`src/rtl/rotate_controller_pkg.sv`:
```
// Shared definitions for piece rotation: geometry constants, block type codes,
// the rotation map and the rotate sequencer state encoding.
package rotate_controller_pkg;

  localparam int unsigned SIZE     = 16;
  localparam int unsigned FIELD_X0 = 240;
  localparam int unsigned FIELD_X1 = 400;
  localparam int unsigned FIELD_W  = 10;

  typedef enum logic [3:0] {
    SQUARE  = 4'd0,
    BAR_H   = 4'd1,
    BAR_V   = 4'd2,
    T_UP    = 4'd3,
    T_RIGHT = 4'd4,
    T_DOWN  = 4'd5,
    T_LEFT  = 4'd6,
    Z_HORIZ = 4'd7,
    Z_VERT  = 4'd8,
    S_HORIZ = 4'd9,
    S_VERT  = 4'd10
  } block_type_e;

  typedef enum logic [2:0] {
    ST_IDLE   = 3'd0,
    ST_PROBE  = 3'd1,
    ST_SAMPLE = 3'd2,
    ST_DONE   = 3'd3,
    ST_FAIL   = 3'd4
  } rot_state_e;

  // Returns {valid, rotated_type}; codes 11..15 are not pieces and come back invalid.
  function automatic logic [4:0] rotate_map(input logic [3:0] t);
    logic [4:0] r_s;
    case (t)
      4'd0:    r_s = {1'b1, 4'd0};
      4'd1:    r_s = {1'b1, 4'd2};
      4'd2:    r_s = {1'b1, 4'd1};
      4'd3:    r_s = {1'b1, 4'd4};
      4'd4:    r_s = {1'b1, 4'd5};
      4'd5:    r_s = {1'b1, 4'd6};
      4'd6:    r_s = {1'b1, 4'd3};
      4'd7:    r_s = {1'b1, 4'd8};
      4'd8:    r_s = {1'b1, 4'd7};
      4'd9:    r_s = {1'b1, 4'd10};
      4'd10:   r_s = {1'b1, 4'd9};
      default: r_s = {1'b0, 4'd0};
    endcase
    return r_s;
  endfunction

endpackage

```
`src/rtl/rotate_controller_next_type.sv`:
```
// Combinational lookup of the type a piece becomes after one clockwise rotation.
module rotate_next_type
  import rotate_controller_pkg::*;
(
  input  logic [3:0] cur_type,
  output logic [3:0] next_type,
  output logic       valid
);

  logic [4:0] map_s;

  // Decode the rotation map into type and validity.
  always_comb begin
    map_s     = rotate_map(cur_type);
    next_type = map_s[3:0];
    valid     = map_s[4];
  end

endmodule

```
`src/rtl/rotate_controller.sv`:
```
// Rotation sequencer: accepts a rotate request, presents the centre candidate and
// optional one-cell wall kicks to the shared collision checker, and commits the
// first candidate that does not collide.
module rotate_controller
  import rotate_controller_pkg::*;
#(
  parameter int unsigned SIZE     = rotate_controller_pkg::SIZE,
  parameter int unsigned FIELD_X0 = rotate_controller_pkg::FIELD_X0,
  parameter int unsigned FIELD_X1 = rotate_controller_pkg::FIELD_X1,
  parameter int unsigned FIELD_W  = rotate_controller_pkg::FIELD_W,
  parameter bit          KICK_EN  = 1'b1
) (
  input  logic       clk,
  input  logic       rst,
  input  logic       rot_req,
  input  logic       cancel,
  input  logic [3:0] cur_type,
  input  logic [9:0] cur_x,
  input  logic [9:0] cur_y,
  input  logic       chk_stop,
  output logic [3:0] chk_type,
  output logic [9:0] chk_x,
  output logic [9:0] chk_y,
  output logic [9:0] chk_grid,
  output logic       rot_busy,
  output logic       rot_done,
  output logic       rot_fail,
  output logic [3:0] new_type,
  output logic [9:0] new_x
);

  rot_state_e state_r, state_nxt_s;
  logic [1:0] attempt_r, attempt_nxt_s;
  logic [9:0] base_x_r, base_x_nxt_s;

  logic [3:0] chk_type_r, chk_type_nxt_s;
  logic [9:0] chk_x_r, chk_x_nxt_s;
  logic [9:0] chk_y_r, chk_y_nxt_s;
  logic [9:0] chk_grid_r, chk_grid_nxt_s;
  logic       rot_busy_r, rot_busy_nxt_s;
  logic       rot_done_r, rot_done_nxt_s;
  logic       rot_fail_r, rot_fail_nxt_s;
  logic [3:0] new_type_r, new_type_nxt_s;
  logic [9:0] new_x_r, new_x_nxt_s;

  logic [3:0] rot_type_s;
  logic       rot_valid_s;
  logic       left_ok_s, right_ok_s;
  logic [9:0] left_x_s, right_x_s;
  logic [9:0] grid_x_s, grid_y_s, grid_s;

  // Grid cell index of a candidate reference point; divisions by a power-of-two SIZE reduce to shifts.
  function automatic logic [9:0] grid_of(input logic [9:0] x, input logic [9:0] y);
    logic [9:0] row_s;
    logic [9:0] col_s;
    row_s = y / 10'(SIZE);
    col_s = (x - 10'(FIELD_X0)) / 10'(SIZE);
    return (row_s * 10'(FIELD_W)) + col_s;
  endfunction

  rotate_next_type u_next_type (
    .cur_type  (cur_type),
    .next_type (rot_type_s),
    .valid     (rot_valid_s)
  );

  // Kick legality is judged from the latched x so input changes mid-rotation are ignored.
  always_comb begin
    left_x_s   = base_x_r - 10'(SIZE);
    right_x_s  = base_x_r + 10'(SIZE);
    left_ok_s  = KICK_EN && ({1'b0, base_x_r} >= 11'(FIELD_X0 + SIZE));
    right_ok_s = KICK_EN && (({1'b0, base_x_r} + 11'(SIZE)) <= 11'(FIELD_X1 - SIZE));
    grid_s     = grid_of(grid_x_s, grid_y_s);
  end

  // Next-state and next-output decode; every register holds unless a transition updates it.
  always_comb begin
    state_nxt_s    = state_r;
    attempt_nxt_s  = attempt_r;
    base_x_nxt_s   = base_x_r;
    chk_type_nxt_s = chk_type_r;
    chk_x_nxt_s    = chk_x_r;
    chk_y_nxt_s    = chk_y_r;
    chk_grid_nxt_s = chk_grid_r;
    new_type_nxt_s = new_type_r;
    new_x_nxt_s    = new_x_r;
    rot_done_nxt_s = 1'b0;
    rot_fail_nxt_s = 1'b0;
    grid_x_s       = cur_x;
    grid_y_s       = cur_y;

    case (state_r)
      ST_IDLE: begin
        if (rot_req && !cancel) begin
          base_x_nxt_s  = cur_x;
          attempt_nxt_s = 2'd0;
          if (cur_type == SQUARE) begin
            state_nxt_s    = ST_DONE;
            rot_done_nxt_s = 1'b1;
            new_type_nxt_s = rot_type_s;
            new_x_nxt_s    = cur_x;
          end else if (!rot_valid_s) begin
            state_nxt_s    = ST_FAIL;
            rot_fail_nxt_s = 1'b1;
          end else begin
            state_nxt_s    = ST_PROBE;
            chk_type_nxt_s = rot_type_s;
            chk_x_nxt_s    = cur_x;
            chk_y_nxt_s    = cur_y;
            chk_grid_nxt_s = grid_s;
          end
        end else begin
          state_nxt_s = ST_IDLE;
        end
      end
      ST_PROBE: begin
        if (cancel) begin
          state_nxt_s = ST_IDLE;
        end else begin
          state_nxt_s = ST_SAMPLE;
        end
      end
      ST_SAMPLE: begin
        grid_y_s = chk_y_r;
        if ((attempt_r == 2'd0) && left_ok_s) begin
          grid_x_s = left_x_s;
        end else begin
          grid_x_s = right_x_s;
        end
        if (cancel) begin
          state_nxt_s = ST_IDLE;
        end else if (!chk_stop) begin
          state_nxt_s    = ST_DONE;
          rot_done_nxt_s = 1'b1;
          new_type_nxt_s = chk_type_r;
          new_x_nxt_s    = chk_x_r;
        end else if ((attempt_r == 2'd0) && left_ok_s) begin
          state_nxt_s    = ST_PROBE;
          attempt_nxt_s  = 2'd1;
          chk_x_nxt_s    = left_x_s;
          chk_grid_nxt_s = grid_s;
        end else if ((attempt_r != 2'd2) && right_ok_s) begin
          state_nxt_s    = ST_PROBE;
          attempt_nxt_s  = 2'd2;
          chk_x_nxt_s    = right_x_s;
          chk_grid_nxt_s = grid_s;
        end else begin
          state_nxt_s    = ST_FAIL;
          rot_fail_nxt_s = 1'b1;
        end
      end
      ST_DONE: state_nxt_s = ST_IDLE;
      ST_FAIL: state_nxt_s = ST_IDLE;
      default: state_nxt_s = ST_IDLE;
    endcase

    rot_busy_nxt_s = (state_nxt_s != ST_IDLE);
  end

  // State and output registers; reset clears everything and overrides all other inputs.
  always_ff @(posedge clk) begin
    if (rst) begin
      state_r    <= ST_IDLE;
      attempt_r  <= 2'd0;
      base_x_r   <= 10'd0;
      chk_type_r <= 4'd0;
      chk_x_r    <= 10'd0;
      chk_y_r    <= 10'd0;
      chk_grid_r <= 10'd0;
      rot_busy_r <= 1'b0;
      rot_done_r <= 1'b0;
      rot_fail_r <= 1'b0;
      new_type_r <= 4'd0;
      new_x_r    <= 10'd0;
    end else begin
      state_r    <= state_nxt_s;
      attempt_r  <= attempt_nxt_s;
      base_x_r   <= base_x_nxt_s;
      chk_type_r <= chk_type_nxt_s;
      chk_x_r    <= chk_x_nxt_s;
      chk_y_r    <= chk_y_nxt_s;
      chk_grid_r <= chk_grid_nxt_s;
      rot_busy_r <= rot_busy_nxt_s;
      rot_done_r <= rot_done_nxt_s;
      rot_fail_r <= rot_fail_nxt_s;
      new_type_r <= new_type_nxt_s;
      new_x_r    <= new_x_nxt_s;
    end
  end

  assign chk_type = chk_type_r;
  assign chk_x    = chk_x_r;
  assign chk_y    = chk_y_r;
  assign chk_grid = chk_grid_r;
  assign rot_busy = rot_busy_r;
  assign rot_done = rot_done_r;
  assign rot_fail = rot_fail_r;
  assign new_type = new_type_r;
  assign new_x    = new_x_r;

endmodule

```
`config.mk`:
```
export PLATFORM = sky130hd
export DESIGN_NAME = rotate_controller
export DESIGN_NICKNAME = d
export VERILOG_FILES = /design/src/rtl/rotate_controller_pkg.sv /design/src/rtl/rotate_controller_next_type.sv /design/src/rtl/rotate_controller.sv
export SDC_FILE = /design/constraint.sdc
export NUM_CORES = 1
export LEC_CHECK = 0
export ABC_AREA = 1
export CAP_MARGIN = 20
export CORE_ASPECT_RATIO = 0.9
export CORE_UTILIZATION = 56
export DETAILED_ROUTE_END_ITERATION = 7
export PLACE_DENSITY = 0.86
export SLEW_MARGIN = 15
export SYNTH_ARGS = -nofsm -noshare
export SYNTH_HDL_FRONTEND = slang
export SYNTH_SLANG_ARGS = --single-unit
```
`constraint.sdc`:
```
create_clock -name clk -period 5.35 [get_ports clk]
set_clock_uncertainty 0.15 [all_clocks]
set_input_delay 1.605 -clock clk [delete_from_list [all_inputs] [get_ports clk]]
set_output_delay 1.605 -clock clk [all_outputs]
set_load 0.01 [all_outputs]
```
==> impl_metrics.env <==
export IMPL_synth_warnings=0
export IMPL_top_layer_used="met4"
export IMPL_post_cts_buffers=0
export IMPL_hold_viol_final=0
export IMPL_post_route_drc_count=0
export IMPL_max_freq_ghz=0.227
export IMPL_grt_max_degree=41
export IMPL_cts_sinks=66
export IMPL_multi_input_area_um2=2120
export IMPL_syn_inst=558
export IMPL_syn_nets=612
export IMPL_grt_pass1_vias=3484
export IMPL_cap_violations=0
export IMPL_rsz0062_at_grt="no"
export IMPL_timing_slew_headroom=0.405
export IMPL_antennaDiodeCount=0
export IMPL_ant_nets=0
export IMPL_synth_top_area_share=0.346
export IMPL_swShare=0.311
export IMPL_path_max_fanout=4
export IMPL_avgSynthCellArea_um2=6.85
export IMPL_dieArea_um2=7160
export IMPL_cts_resized=0
export IMPL_syn_cell_area_um2=3820
export IMPL_ys_seq_area_frac=0.346
export IMPL_die_w_um=89.1
export IMPL_worstPathArrival_ps=4540
export IMPL_peakVddDrop_v=0.000239
export IMPL_whs_ps=328
export IMPL_hpwl_um=6870
export IMPL_grt_antenna_before_repair=0
export IMPL_nets=683
export IMPL_min_delay_path_class="register to register"
export IMPL_p_leak_nw=2.25
export IMPL_clk_latency_ps=360
export IMPL_wirelength_um=9800
export IMPL_fin_setup_tns_ps=0
export IMPL_firstDrtPassIters=5
export IMPL_vias=3745
export IMPL_utilization=0.734
export IMPL_cts_buffers=9
export IMPL_cp_data_required_time_ps=5490
export IMPL_route_met3_wl_um=763
export IMPL_grt_first_pass_wirelength_um=16100
export IMPL_fill_cells=559
export IMPL_io_buffers=79
export IMPL_worstMarginPinSlew_ps=890
export IMPL_netlist_top_cells_area="dfxtp_1 (35%), nand2_1 (15%), nor2_1 (9.0%)"
export IMPL_placed_cell_area_um2=4610
export IMPL_grt_usage=0.295
export IMPL_wl_per_cell_um=13.5
export IMPL_crit_type="input port to register"
export IMPL_io_pins=80
export IMPL_synth_seq_cells=66
export IMPL_power_density_nw_per_um2=284
export IMPL_finalCriticalPeriod_ps=4400
export IMPL_fp_dieH_um=80.4
export IMPL_clockRootBuffer="clkbuf_8"
export IMPL_dr_wl_met2_um=4650
export IMPL_slew_violations=0
export IMPL_htree_levels=3
export IMPL_seq_area_um2=1320
export IMPL_p_comb_frac=0.252
export IMPL_clk_pin_slew_ps=80
export IMPL_grt_ovfl_total=0
export IMPL_cts_tree="yes"
export IMPL_intPower_mw=0.948
export IMPL_area_growth_pct=26.6
export IMPL_outcome="finished clean"
export IMPL_synth_cell_type_count=35
export IMPL_vias_per_cell=5.17
export IMPL_wl_met1_um=4250
export IMPL_start_kind="input port"
export IMPL_pwr_share_clk=0.352
export IMPL_gp_congestion=0.897
export IMPL_num_rows=28
export IMPL_power_frac_seq=0.395
export IMPL_core_area_um2=6590
export IMPL_setup_viol=0
export IMPL_ctsLongestPathBuffers=2
export IMPL_synth_top_cell_by_area="dfxtp_1"
export IMPL_timing_final_crit_share=0.822
export IMPL_power_switching_mw=0.429
export IMPL_end_kind="register"
export IMPL_drive_gt1_frac=0.0678
export IMPL_initial_utilization=0.580
export IMPL_first_iter_violations=276
export IMPL_final_area_um2=4840
export IMPL_holdBufCountCts=0
flip-flops by register name (all words and copies together) (netlist names):
register,cells
base_x_r,10
chk_grid,10
new_type,4
chk_y,10
attempt_r,2
chk_type,4
new_x,10
rot_fail,1
rot_done,1
state_r,3
rot_busy,1
chk_x,10
power groups by stage:
| stage | Clock, mW | Sequential (mW) | Combinational (mW) |
|---|---|---|---|
| after CTS | 0.490 | 0.544 | 0.343 |
| after floorplan | 0 | 0.562 | 0.213 |
| after global placement | 0 | 0.554 | 0.326 |
| final | 0.485 | 0.544 | 0.347 |
| after global routing | 0.510 | 0.548 | 0.389 |
| after detailed placement | 0 | 0.555 | 0.340 |
Yosys cell counts:
cell,n
a21oi_1,17
a21oi_2,2
a31oi_1,16
buf_1,2
buf_2,4
buf_4,4
buf_6,4
clkbuf_1,7
clkinv_1,1
dfxtp_1,66
fa_1,3
ha_1,22
inv_1,62
inv_2,3
nand2_1,150
nand2_2,4
nand3_1,12
nand3_4,2
nand3b_1,3
nand4_1,6
nor2_1,92
nor2_2,4
nor2_4,4
nor3_1,1
nor3_4,1
o211ai_1,1
o21ai_0,45
o21ai_1,3
o21ai_2,4
o21bai_1,1
o21bai_4,1
o221ai_1,1
o2bb2ai_1,1
xnor2_1,6
xor2_1,3
worst paths after layout:
kind,slack [ps],endpoint,depth (start not counted),start
hold / removal,330,chk_y[5],2,chk_y[5]
hold reg to reg,330,chk_y[5],2,chk_y[5]
setup reg to reg,1390,chk_grid[8],18,state_r[0]
setup / recovery,950,chk_grid[8],18,cur_y[5]
stage by stage:
| step | setup slack, ps | cells | total power, mW |
|---|---|---|---|
| finish | 950 | 724 | 1.38 |
| global route | 692 | 724 | 1.45 |
| CTS | 1010 | 724 | 1.38 |
| floorplan | 1390 | 558 | 0.776 |
| detailed placement | 641 | 708 | 0.894 |
| global placement | 791 | 708 | 0.880 |
cells by family (layout without fill, tap and decap cells):
| family | after synthesis | after routing | synth area share |
|---|---|---|---|
| AND/OR/NAND/NOR | 279 | 279 | 0.309 |
| AO/OA/AOI/OAI | 92 | 92 | 0.139 |
| buffers and inverters | 87 | 163 | 0.0986 |
| flip-flops | 66 | 66 | 0.346 |
| adder cells (fa/ha/maj) | 25 | 25 | 0.0878 |
| XOR/XNOR | 9 | 9 | 0.0206 |
per-layer routing:
layer,GRT usage,vias up
met5,0,-
met2,0.482,135
li1,-,1910
met1,0.367,1684
met3,0.0915,16
met4,0.102,0
cells in the final DEF, fill, tap and decap left out, types with 6 or more instances in the layout:
cell / count
a21oi_1: 17
a31oi_1: 16
clkbuf_8: 10
clkdlybuf4s50_1: 79
dfxtp_1: 66
ha_1: 22
inv_1: 62
nand2_1: 150
nand3_1: 12
nand4_1: 6
nor2_1: 92
o21ai_0: 45
xnor2_1: 6
final cells by class:
| type | count | share of cell area |
|---|---|---|
| tap | 90 | 0.0233 |
| sequential | 66 | 0.273 |
| clock buffer | 10 | 0.0285 |
| clock inverter | 6 | 0.0184 |
| timing repair buffer | 81 | 0.167 |
| inverter | 66 | 0.0512 |
| multi-input combinational | 405 | 0.439 |
worst max-delay path, stage by stage:
cell             delay, ps
clkdlybuf4s50_1        470
nand2_1                 60
o21ai_1                170
ha_1                   290
ha_1                   230
inv_1                   70
fa_1                   400
inv_1                   60
ha_1                   270
nand2_1                120
inv_1                   40
nand2_1                 80
nand2_1                 80
o21ai_0                280
o21ai_1                 90
nand2_1                 70
nor2_1                  40
nor2_1                 110
Note: power is estimated with default switching activity, not from simulation.
